$ cat src/rtl/seg_pkg.sv
// Shared constants and types for the seven-segment frame decoder.
// Segment patterns are active-high, bit0..6 = a..g (lit segment = 1).
package seg_pkg;

  localparam int NUM_DIG  = 4;
  localparam int SEC_ONES = 0;
  localparam int SEC_TENS = 1;
  localparam int MIN_ONES = 2;
  localparam int MIN_TENS = 3;

  localparam logic [6:0] SEG_0     = 7'h3F;
  localparam logic [6:0] SEG_1     = 7'h06;
  localparam logic [6:0] SEG_2     = 7'h5B;
  localparam logic [6:0] SEG_3     = 7'h4F;
  localparam logic [6:0] SEG_4     = 7'h66;
  localparam logic [6:0] SEG_5     = 7'h6D;
  localparam logic [6:0] SEG_6     = 7'h7D;
  localparam logic [6:0] SEG_7     = 7'h07;
  localparam logic [6:0] SEG_8     = 7'h7F;
  localparam logic [6:0] SEG_9     = 7'h6F;
  localparam logic [6:0] SEG_BLANK = 7'h00;

  typedef enum logic [1:0] {GLYPH_DIGIT, GLYPH_BLANK, GLYPH_ERR} glyph_e;

  // One captured digit slot; dp is lit-high and stays 0 unless dp capture is built in.
  typedef struct packed {
    glyph_e     kind;
    logic [3:0] digit;
    logic       dp;
  } slot_t;

endpackage

$ cat src/rtl/seg_glyph_decode.sv
// Combinational glyph decoder: active-low segment lines -> digit + glyph kind.
module seg_glyph_decode
  import seg_pkg::*;
(
  input  logic [6:0] seg_n,
  output logic [3:0] digit,
  output glyph_e     kind
);

  logic [6:0] seg;
  assign seg = ~seg_n;

  // Match against the ten digit patterns and blank; anything else is illegal.
  always_comb begin
    digit = 4'd0;
    kind  = GLYPH_DIGIT;
    case (seg)
      SEG_0:     digit = 4'd0;
      SEG_1:     digit = 4'd1;
      SEG_2:     digit = 4'd2;
      SEG_3:     digit = 4'd3;
      SEG_4:     digit = 4'd4;
      SEG_5:     digit = 4'd5;
      SEG_6:     digit = 4'd6;
      SEG_7:     digit = 4'd7;
      SEG_8:     digit = 4'd8;
      SEG_9:     digit = 4'd9;
      SEG_BLANK: kind  = GLYPH_BLANK;
      default:   kind  = GLYPH_ERR;
    endcase
  end

endmodule

$ cat src/rtl/seg_frame_decoder.sv
// Multiplexed 4-digit seven-segment display decoder (MM:SS).
// Settles on each anode selection, samples its cathodes once, assembles
// frames and publishes them after STABLE_FRAMES identical frames.
// Optional: define SEG_FRAME_DECODER_DP_CAPTURE_EN to capture decimal points.
module seg_frame_decoder
  import seg_pkg::*;
#(
  parameter int SETTLE_CYCLES = 16,
  parameter int STABLE_FRAMES = 2
) (
  input  logic       clk,
  input  logic       rst,
  input  logic [3:0] anode_vec,
  input  logic [7:0] cathode_vec,
  output logic [5:0] min,
  output logic [5:0] sec,
  output logic [3:0] blank_vec,
  output logic [3:0] dp_vec,
  output logic       err,
  output logic       frame_valid
);

  localparam int CW = $clog2(SETTLE_CYCLES + 1);
  localparam int SW = $clog2(STABLE_FRAMES + 1);

  typedef enum logic [1:0] {IDLE, SETTLE, HOLD} state_e;

  state_e                  state, state_nxt;
  logic [CW-1:0]           cnt, cnt_nxt;
  logic [3:0]              sel, sel_nxt;
  logic                    sample;
  logic [3:0]              sel_lo;
  logic                    sel_valid;
  logic [1:0]              sel_idx;

  logic [3:0]              g_digit;
  glyph_e                  g_kind;
  slot_t                   new_slot;
  slot_t [NUM_DIG-1:0]     slots, slots_w, prev_frame;
  logic [NUM_DIG-1:0]      cap, cap_w;
  logic                    prev_vld, frame_done, same;
  logic [SW-1:0]           stab, stab_w;
  logic                    accept;
  logic [NUM_DIG-1:0][3:0] acc, acc_w;
  logic [5:0]              min_w, sec_w;
  logic [3:0]              blank_w;
  logic                    err_w;

  // Exactly one anode line low selects a digit.
  assign sel_lo    = ~anode_vec;
  assign sel_valid = (sel_lo != 4'd0) && ((sel_lo & (sel_lo - 4'd1)) == 4'd0);

  // Index of the selected digit (meaningful only when sel_valid).
  always_comb begin
    sel_idx = 2'd0;
    for (int i = 0; i < NUM_DIG; i++)
      if (sel_lo[i]) sel_idx = 2'(i);
  end

  seg_glyph_decode u_glyph (
    .seg_n (cathode_vec[6:0]),
    .digit (g_digit),
    .kind  (g_kind)
  );

  // Settle FSM state register.
  always_ff @(posedge clk or negedge rst) begin
    if (!rst) begin
      state <= IDLE;
      cnt   <= '0;
      sel   <= 4'hF;
    end else begin
      state <= state_nxt;
      cnt   <= cnt_nxt;
      sel   <= sel_nxt;
    end
  end

  // Settle FSM next state: any new selection restarts the count at 0.
  always_comb begin
    state_nxt = state;
    cnt_nxt   = cnt;
    sel_nxt   = sel;
    sample    = 1'b0;
    if (!sel_valid) begin
      state_nxt = IDLE;
      cnt_nxt   = '0;
    end else begin
      case (state)
        IDLE: begin
          state_nxt = SETTLE;
          cnt_nxt   = '0;
          sel_nxt   = anode_vec;
        end
        SETTLE: begin
          if (anode_vec != sel) begin
            cnt_nxt = '0;
            sel_nxt = anode_vec;
          end else if (cnt == CW'(SETTLE_CYCLES - 1)) begin
            sample    = 1'b1;
            state_nxt = HOLD;
            cnt_nxt   = '0;
          end else begin
            cnt_nxt = cnt + CW'(1);
          end
        end
        HOLD: begin
          if (anode_vec != sel) begin
            state_nxt = SETTLE;
            cnt_nxt   = '0;
            sel_nxt   = anode_vec;
          end
        end
        default: state_nxt = IDLE;
      endcase
    end
  end

`ifdef SEG_FRAME_DECODER_DP_CAPTURE_EN
  assign new_slot = '{kind: g_kind, digit: g_digit, dp: ~cathode_vec[7]};
`else
  logic dp_unused;
  assign dp_unused = cathode_vec[7];
  assign new_slot  = '{kind: g_kind, digit: g_digit, dp: 1'b0};
`endif

  // Frame assembly, stability count and candidate output values.
  // An out-of-range tens digit is flagged and keeps its previously accepted value.
  always_comb begin
    slots_w = slots;
    cap_w   = cap;
    if (sample) begin
      slots_w[sel_idx] = new_slot;
      cap_w[sel_idx]   = 1'b1;
    end
    frame_done = sample && (cap_w == 4'hF);
    same       = prev_vld && (slots_w == prev_frame);
    if (!same)                           stab_w = SW'(1);
    else if (stab == SW'(STABLE_FRAMES)) stab_w = stab;
    else                                 stab_w = stab + SW'(1);
    accept = frame_done && (stab_w == SW'(STABLE_FRAMES));

    err_w = 1'b0;
    for (int i = 0; i < NUM_DIG; i++) begin
      acc_w[i]   = acc[i];
      blank_w[i] = (slots_w[i].kind == GLYPH_BLANK);
      if (slots_w[i].kind == GLYPH_ERR) err_w = 1'b1;
      if (slots_w[i].kind == GLYPH_DIGIT) begin
        if ((i == SEC_TENS || i == MIN_TENS) && slots_w[i].digit > 4'd5)
          err_w = 1'b1;
        else
          acc_w[i] = slots_w[i].digit;
      end
    end
    min_w = 6'(acc_w[MIN_TENS]) * 6'd10 + 6'(acc_w[MIN_ONES]);
    sec_w = 6'(acc_w[SEC_TENS]) * 6'd10 + 6'(acc_w[SEC_ONES]);
  end

  // Capture slots; a completed frame clears the captured bits and becomes the reference.
  always_ff @(posedge clk or negedge rst) begin
    if (!rst) begin
      slots      <= '0;
      cap        <= '0;
      prev_frame <= '0;
      prev_vld   <= 1'b0;
      stab       <= '0;
    end else if (sample) begin
      slots <= slots_w;
      if (frame_done) begin
        cap        <= '0;
        prev_frame <= slots_w;
        prev_vld   <= 1'b1;
        stab       <= stab_w;
      end else begin
        cap <= cap_w;
      end
    end
  end

  // Publish accepted frames; frame_valid is a one-cycle strobe.
  always_ff @(posedge clk or negedge rst) begin
    if (!rst) begin
      acc         <= '0;
      min         <= '0;
      sec         <= '0;
      blank_vec   <= '0;
      err         <= 1'b0;
      frame_valid <= 1'b0;
    end else begin
      frame_valid <= accept;
      if (accept) begin
        acc       <= acc_w;
        min       <= min_w;
        sec       <= sec_w;
        blank_vec <= blank_w;
        err       <= err_w;
      end
    end
  end

`ifdef SEG_FRAME_DECODER_DP_CAPTURE_EN
  // Decimal points of the accepted frame, lit = 1.
  always_ff @(posedge clk or negedge rst) begin
    if (!rst)        dp_vec <= '0;
    else if (accept) dp_vec <= {slots_w[3].dp, slots_w[2].dp, slots_w[1].dp, slots_w[0].dp};
  end
`else
  assign dp_vec = 4'b0000;
`endif

endmodule

$ cat config.mk
export PLATFORM = sky130hd
export DESIGN_NAME = seg_frame_decoder
export DESIGN_NICKNAME = d
export VERILOG_FILES = /design/src/rtl/seg_pkg.sv /design/src/rtl/seg_glyph_decode.sv /design/src/rtl/seg_frame_decoder.sv
export SDC_FILE = /design/constraint.sdc
export NUM_CORES = 1
export LEC_CHECK = 0
export ABC_AREA = 0
export CORE_MARGIN = 3
export CORE_UTILIZATION = 55
export CTS_CLUSTER_DIAMETER = 80
export DETAILED_ROUTE_END_ITERATION = 7
export PLACE_DENSITY = 0.8
export SETUP_SLACK_MARGIN = 0.15
export SYNTH_ARGS = -nofsm -noshare
export SYNTH_HDL_FRONTEND = slang
export SYNTH_HIERARCHICAL = 1
export SYNTH_SLANG_ARGS = --single-unit
$ cat constraint.sdc
create_clock -name clk -period 4.3 [get_ports clk]
set_input_delay 1.29 -clock clk [delete_from_list [all_inputs] [get_ports clk]]
set_output_delay 1.29 -clock clk [all_outputs]
set_load 0.005 [all_outputs]
==> summary.txt <==
Timing
  – Layout Skew: 0.0126 ns
  – Final count of hold timing violations: 0
  – RSZ-0062 raised after global routing: yes
  – Minimum clock period: ~4.7 ns
  – Highest attainable clock frequency: about 210 MHz
  – Headroom to the max-slew limit: 0.522
  – Final Slew Violations: 0
  – WHS: 0.465 ns
  – Least setup slack across all paths after layout: -0.418 ns
  – Final-layout setup total negative slack: -8.23 ns
  – Ratio of final minimum period to clock period: 1.10
  – Total setup violations reported at the end of the flow: 31
  – Tightest Pin Transition: between 0.7 and 0.8 ns

Worst setup path
  – Kind of capture point of the worst setup path: flop
  – WP data required: roughly 4.6 ns
  – Type of the worst setup path: input port to flop
  – Data arrival time of the critical path: between 4 and 5 ns
  – CP startpoint kind: input port
  – Crit Path Max Fanout: 4

Logic synthesis
  – Gate Count Post-Synth: ~660
  – Sequential area share after synthesis: 0.411
  – Fraction of synthesized cell area taken by the top area cell type: 0.395
  – Main flop type after synthesis: sky130_fd_sc_hd__dfrtp_1
  – Number of distinct standard cells referenced by the synthesized netlist: 79
  – Number of enable flip-flop cells after synthesis: 0
  – Mapped Area: between 6000 and 7000 um^2
  – Syn. warnings: 6
  – Cell types with the largest area share after synthesis: sky130_fd_sc_hd__dfrtp_1 39%, sky130_fd_sc_hd__mux2_2 4.0%, sky130_fd_sc_hd__nand2_1 3.9%, sky130_fd_sc_hd__mux2i_1 3.9%, sky130_fd_sc_hd__o21ai_0 3.8%
  – Cell with the most instances after synthesis: sky130_fd_sc_hd__dfrtp_1
  – FFs w/ async S/R, synth: 1.00
  – Register bit total from synthesis: approximately 110
  – Average footprint of a synthesized cell: slightly below 10 um^2
  – Top post-synthesis cells by count: 102 x sky130_fd_sc_hd__dfrtp_1, 67 x sky130_fd_sc_hd__nand2_1, 57 x sky130_fd_sc_hd__inv_1, 49 x sky130_fd_sc_hd__o21ai_0, 27 x sky130_fd_sc_hd__nor2_1
  – Cell taking the most area after synthesis: sky130_fd_sc_hd__dfrtp_1

Finish
  – Share of cells above drive strength 1: 0.372
  – Summed area of non-filler cells in the final layout: 8990 um^2
  – Fin cells: between 900 and 1000
  – P&R area growth vs syn: 39.1%
  – Final Net Count: between 800 and 900
  – Inserted Diodes: 0
  – Final design utilization: 0.805

Global route
  – First-pass GRT wire length: around 33 mm
  – Largest net degree at the start of global routing: 55
  – Remaining global-route overflow: 0
  – Global-route usage over all layers: 0.323
  – Number of antenna violations at the first check in global routing: 0
  – Via count of the first global-routing pass: approximately 6300

Power and ir drop
  – Power density over the cells: roughly 230 nW/um^2
  – Total leakage power: 4.27 nW
  – Peak VDD IR: about 320 uV

Clock network
  – TritonCTS clock tree: built
  – Reg clk slew, reported paths: 0.07 ns
  – Clock buffers created by TritonCTS: 9
  – CTS Root Cell: sky130_fd_sc_hd__clkbuf_16
  – Sink count of the clock tree: 106
  – Maximum clock path buffer count: 2
  – Level count of the clock H-tree: 3
  – Insertion delay to the later sink of the worst-skew pair: around 0.36 ns

Placement
  – Number of port buffers: 30
  – Final estimated routing congestion in global placement: just over 0.9
  – Post-placement cell area: between 8000 and 9000 um^2
  – Post-Place Cells: 930
  – Final HPWL DP: 13.8 mm

Route
  – Top layer in use: met4
  – Routed WL: roughly 22 mm
  – Amount of wire on met2 after detailed routing: 10.8 mm
  – Met3 routed WL: around 1.5 mm
  – Routed length per instance: 22.7 um
  – # DRC: 0
  – Number of design-rule violations left by the first detailed-router iteration: 566
  – Via density per instance: roughly 6.3
  – Total vias in the final route: slightly above 6000
  – Met1 routed wirelength after detailed routing: 8.51 mm
  – Post-DRT Antenna Nets: 0
  – Number of search-and-repair iterations in the first detailed-routing pass: 5

Floorplan
  – Die width: about 110 um
  – Row count: 38
  – Die outline area: about 13000 um^2
  – Number of top-level pins: 36
  – Area of the core: around 11000 um^2
  – DIE HEIGHT: roughly 110 um
  – Starting utilization of the core area: 0.579

Worst hold path
  – Classification of the worst-slack hold path: flop to flop

Job
  – Max-capacitance violation count: 0

Outcome
  – Violations in the final reports: negative setup slack
  – Status: complete, but fails checks
[worst max-delay path, stage by stage]
cell,delay [ns]
sky130_fd_sc_hd__buf_6,0.09
sky130_fd_sc_hd__or4_4,0.53
sky130_fd_sc_hd__or3b_4,0.42
sky130_fd_sc_hd__o22ai_4,0.16
sky130_fd_sc_hd__buf_6,0.15
sky130_fd_sc_hd__buf_6,0.09
sky130_fd_sc_hd__buf_6,0.08
sky130_fd_sc_hd__mux2i_4,0.07
sky130_fd_sc_hd__o2111ai_4,0.33
sky130_fd_sc_hd__mux2_4,0.37
sky130_fd_sc_hd__ha_4,0.27
sky130_fd_sc_hd__ha_4,0.27
sky130_fd_sc_hd__nor2b_4,0.19
sky130_fd_sc_hd__o21ai_4,0.09
sky130_fd_sc_hd__xnor2_2,0.21
sky130_fd_sc_hd__xnor2_1,0.09
sky130_fd_sc_hd__mux2_4,0.26
[layout by cell type (no fill, tap or decap), types with 11 or more instances in the layout]
cell type	netlist	layout
sky130_fd_sc_hd__buf_4	7	136
sky130_fd_sc_hd__dfrtp_1	102	102
sky130_fd_sc_hd__nand2_1	67	64
sky130_fd_sc_hd__inv_1	57	54
sky130_fd_sc_hd__o21ai_0	49	39
sky130_fd_sc_hd__mux2_4	11	28
sky130_fd_sc_hd__nor2_1	27	27
sky130_fd_sc_hd__mux2i_1	25	19
sky130_fd_sc_hd__clkdlybuf4s50_1	0	18
sky130_fd_sc_hd__nand3_1	18	17
sky130_fd_sc_hd__buf_6	5	17
sky130_fd_sc_hd__xnor2_1	18	12
sky130_fd_sc_hd__a21oi_1	12	11
sky130_fd_sc_hd__mux2_2	23	11
sky130_fd_sc_hd__nor3_1	13	11
sky130_fd_sc_hd__ha_1	19	11
[final cells by class]
class                           count  area (um^2)
Inverter                           57          216
Clock buffer                       11          243
Fill cell                         604         2180
Multi-Input combinational cell    466         3990
Tap cell                          140          175
Clock inverter                      5         46.3
Sequential cell                   106         2660
Timing Repair Buffer              189         1660
[cells by family after synthesis]
kind of cell | after synthesis | synth area share
and+or+nand+nor | 215 | 0.180
AOI/OAI and AO/OA | 130 | 0.136
DFF | 106 | 0.411
buffers and inverters | 93 | 0.0696
muxes | 66 | 0.119
xor gates and xnor gates | 30 | 0.0418
adders and majority gates | 21 | 0.0429
other | 1 | 0.000580
[flip-flops by register name, indices dropped and copies added (netlist names)]
| register | flops |
|---|---|
| acc | 14 |
| frame_valid | 1 |
| slots | 28 |
| state | 2 |
| sec | 6 |
| prev_frame | 28 |
| sel | 4 |
| cap | 4 |
| blank_vec | 4 |
| prev_vld | 1 |
| min | 6 |
| stab | 2 |
| cnt | 5 |
| err | 1 |
[per-stage QoR]
step / power, mW / setup slack, ns
3_5_place_dp: 1.23 / -1.14
2_1_floorplan: 1.14 / -0.423
4_1_cts: 2.04 / -0.378
5_1_grt: 2.12 / -0.503
3_3_place_gp: 1.22 / -1.05
6_report: 2.06 / -0.418
[layer usage]
layer  global-route usage  vias up
li1                     -     2701
met1                0.393     3007
met2                0.559      314
met3               0.0444      108
met4                0.159        0
met5                    0        -
[worst paths after layout]
| kind | startpoint | endpoint | slack [ns] | cells past startpoint |
|---|---|---|---|---|
| hold reg to reg | prev_vld | prev_vld | 0.47 | 1 |
| hold / removal | prev_vld | prev_vld | 0.47 | 1 |
| max in group asynchronous | rst | sel[2] | 2.57 | 2 |
| setup / recovery | cathode_vec[3] | min[5] | -0.42 | 17 |
| min in group asynchronous | rst | prev_frame[18] | 0.97 | 1 |
| setup reg to reg | cnt[0] | min[5] | 0.23 | 17 |
[power by group]
part / switching (mW) / internal, mW
clock: 0.407 / 0.420
combinational: 0.113 / 0.0957
sequential: 0.0122 / 1.02
total: 0.532 / 1.53
[what timing repair did]
action                                  in CTS  in global routing
endpoints found under the setup margin      34                 34
buffers inserted                            13                 12
gates cloned                                 2                  1
hold buffers                                 0                  0
endpoints found under the hold margin        0                  0
gates resized for setup                     82                 54
pin swaps                                   27                 36
(Power assumes the default switching activity.)
==> patch: new RTL, same settings <==
Re-encode `state_e` (3 states) as one-hot, 3 bits wide.
--- a/src/rtl/seg_frame_decoder.sv
+++ b/src/rtl/seg_frame_decoder.sv
@@ -24,5 +24,5 @@
   localparam int SW = $clog2(STABLE_FRAMES + 1);
 
-  typedef enum logic [1:0] {IDLE, SETTLE, HOLD} state_e;
+  typedef enum logic [2:0] {IDLE = 3'b001, SETTLE = 3'b010, HOLD = 3'b100} state_e;
 
   state_e                  state, state_nxt;
Behaviour: no difference found for any inputs over 10 cycles, from zero or initial values and one cycle with rst low; not proved beyond that.
==> patch against the original RTL <==
The flow still finishes with violations (negative setup slack); sequential share of layout area fell by 0.27 points; sequential cell count is 1 higher; area after synthesis decreased by 1.8%; setup slack worse by 0.086 ns; power up 6.3%; combinational power up 14%; critical path type unchanged; design area increased by 1.9%; count of clock-buffer cells in the layout decreased by 1; register-to-register slack worse by 0.13 ns; clock skew increased by 0.0021 ns; routed wire length grew 11%.
==> patch: results <==
[setup_path]
worst_ep_arrival_time_ns = 5.06
path_max_fanout = 3
worst_r2r_endpoint = err

[synth]
synthTopCellsByArea = sky130_fd_sc_hd__dfrtp_1 40%, sky130_fd_sc_hd__mux2_2 4.4%, sky130_fd_sc_hd__mux2_4 4.0%
synth.mux.area_fraction_pct = 12.5
synth_compound_area_share_pct = 13.3
xor_xnor_portion_of_the_synthesized_cell_area_pct = 5.10
synth_cell_type_count = 74
synthesis.instances = 644
synth_sequential_area_ratio_pct = 42.3
synth-adder-area-share_pct = 3.07

[final_layout]
multi_input_cells = 453
n_fill_cell = 548
nonClockInverterCount = 50
fin_nets = 863
nClkBuffers = 10
layout.buffer.nonclock.area_share_pct = 20.0
clkCellAreaFrac_pct = 3.41
fraction_of_final_layout_cells_sized_beyond_drive_strength_1_pct = 42.7
number_of_sequential_cells_in_the_layout = 107

[routing]
drt-vias-per-instance = 6.63
wl_met3_um = 2490
wl_met1_um = 8590
drtPass1Iterations = 7

[placed_design]
post-dp-hpwl_um = 13000
gp_routability_congestion = 0.990
post_dp_cell_area_mm2 = 0.00780

[timing]
setup_slack_ns = -0.504
clock_skew_ns = 0.0147
report.final.setup_viol = 33

[global_routing]
grt_first_pass_wirelength_um = 31900
grt_use_met1_pct = 41.4
first_global_vias = 5978

[hold_path]
worstHoldEndpoint = cnt[4]
min_from = cnt[4]

[pwr]
vdd_ir_drop_max_mv = 0.375
power.static_leakage_nw = 4.32

[run_status]
violations = negative setup slack
status = finished, violations left

[clock_tree]
clk_latency_ns = 0.38
-- patch: cell types whose count changed after synthesis, moves of 5 or more --
| cell | unedited run | this run |
|---|---|---|
| sky130_fd_sc_hd__inv_1 | 57 | 50 |
| sky130_fd_sc_hd__nor3_1 | 13 | 7 |
| sky130_fd_sc_hd__a21oi_1 | 12 | 18 |
| sky130_fd_sc_hd__mux2_4 | 11 | 17 |
| sky130_fd_sc_hd__nand3_1 | 18 | 10 |
| sky130_fd_sc_hd__or3_1 | 4 | 9 |
| sky130_fd_sc_hd__mux2i_1 | 25 | 20 |
| sky130_fd_sc_hd__nor2_1 | 27 | 37 |
| sky130_fd_sc_hd__ha_1 | 19 | 14 |
| sky130_fd_sc_hd__nor2b_1 | 12 | 7 |
| sky130_fd_sc_hd__xnor2_1 | 18 | 23 |
-- patch: metrics by stage --
| step | power, mW | setup WS [ns] | util [%] | hold WS (ns) | setup TNS [ns] |
|---|---|---|---|---|---|
| after CTS | 2.15 | -0.519 | 77.1 | 0.509 | -5.46 |
| after detailed placement | 1.27 | -1.40 | 70.4 | 0.489 | -33.48 |
| after global placement | 1.26 | -1.12 | 70.4 | 0.473 | -31.92 |
| after global routing | 2.26 | -0.609 | 82.8 | 0.537 | -14.00 |
| after floorplan | 1.16 | -0.748 | - | 0.455 | -11.45 |
| final | 2.19 | -0.504 | 82.8 | 0.510 | -11.55 |
-- patch: repair_timing --
action | in CTS | in global routing
setup buffers | 17 | 26
endpoints found under the hold margin | 0 | 0
setup endpoints to repair | 34 | 34
gates cloned | 2 | 1
pin swaps | 33 | 35
resized for setup | 86 | 84
-- patch: where the power goes --
group          leakage, nW  internal, mW  total (mW)  switching, mW
sequential            1.41          1.03        1.05         0.0217
combinational         2.75         0.112       0.238          0.126
clock                0.152         0.467       0.902          0.435
total                 4.32          1.61        2.19          0.583
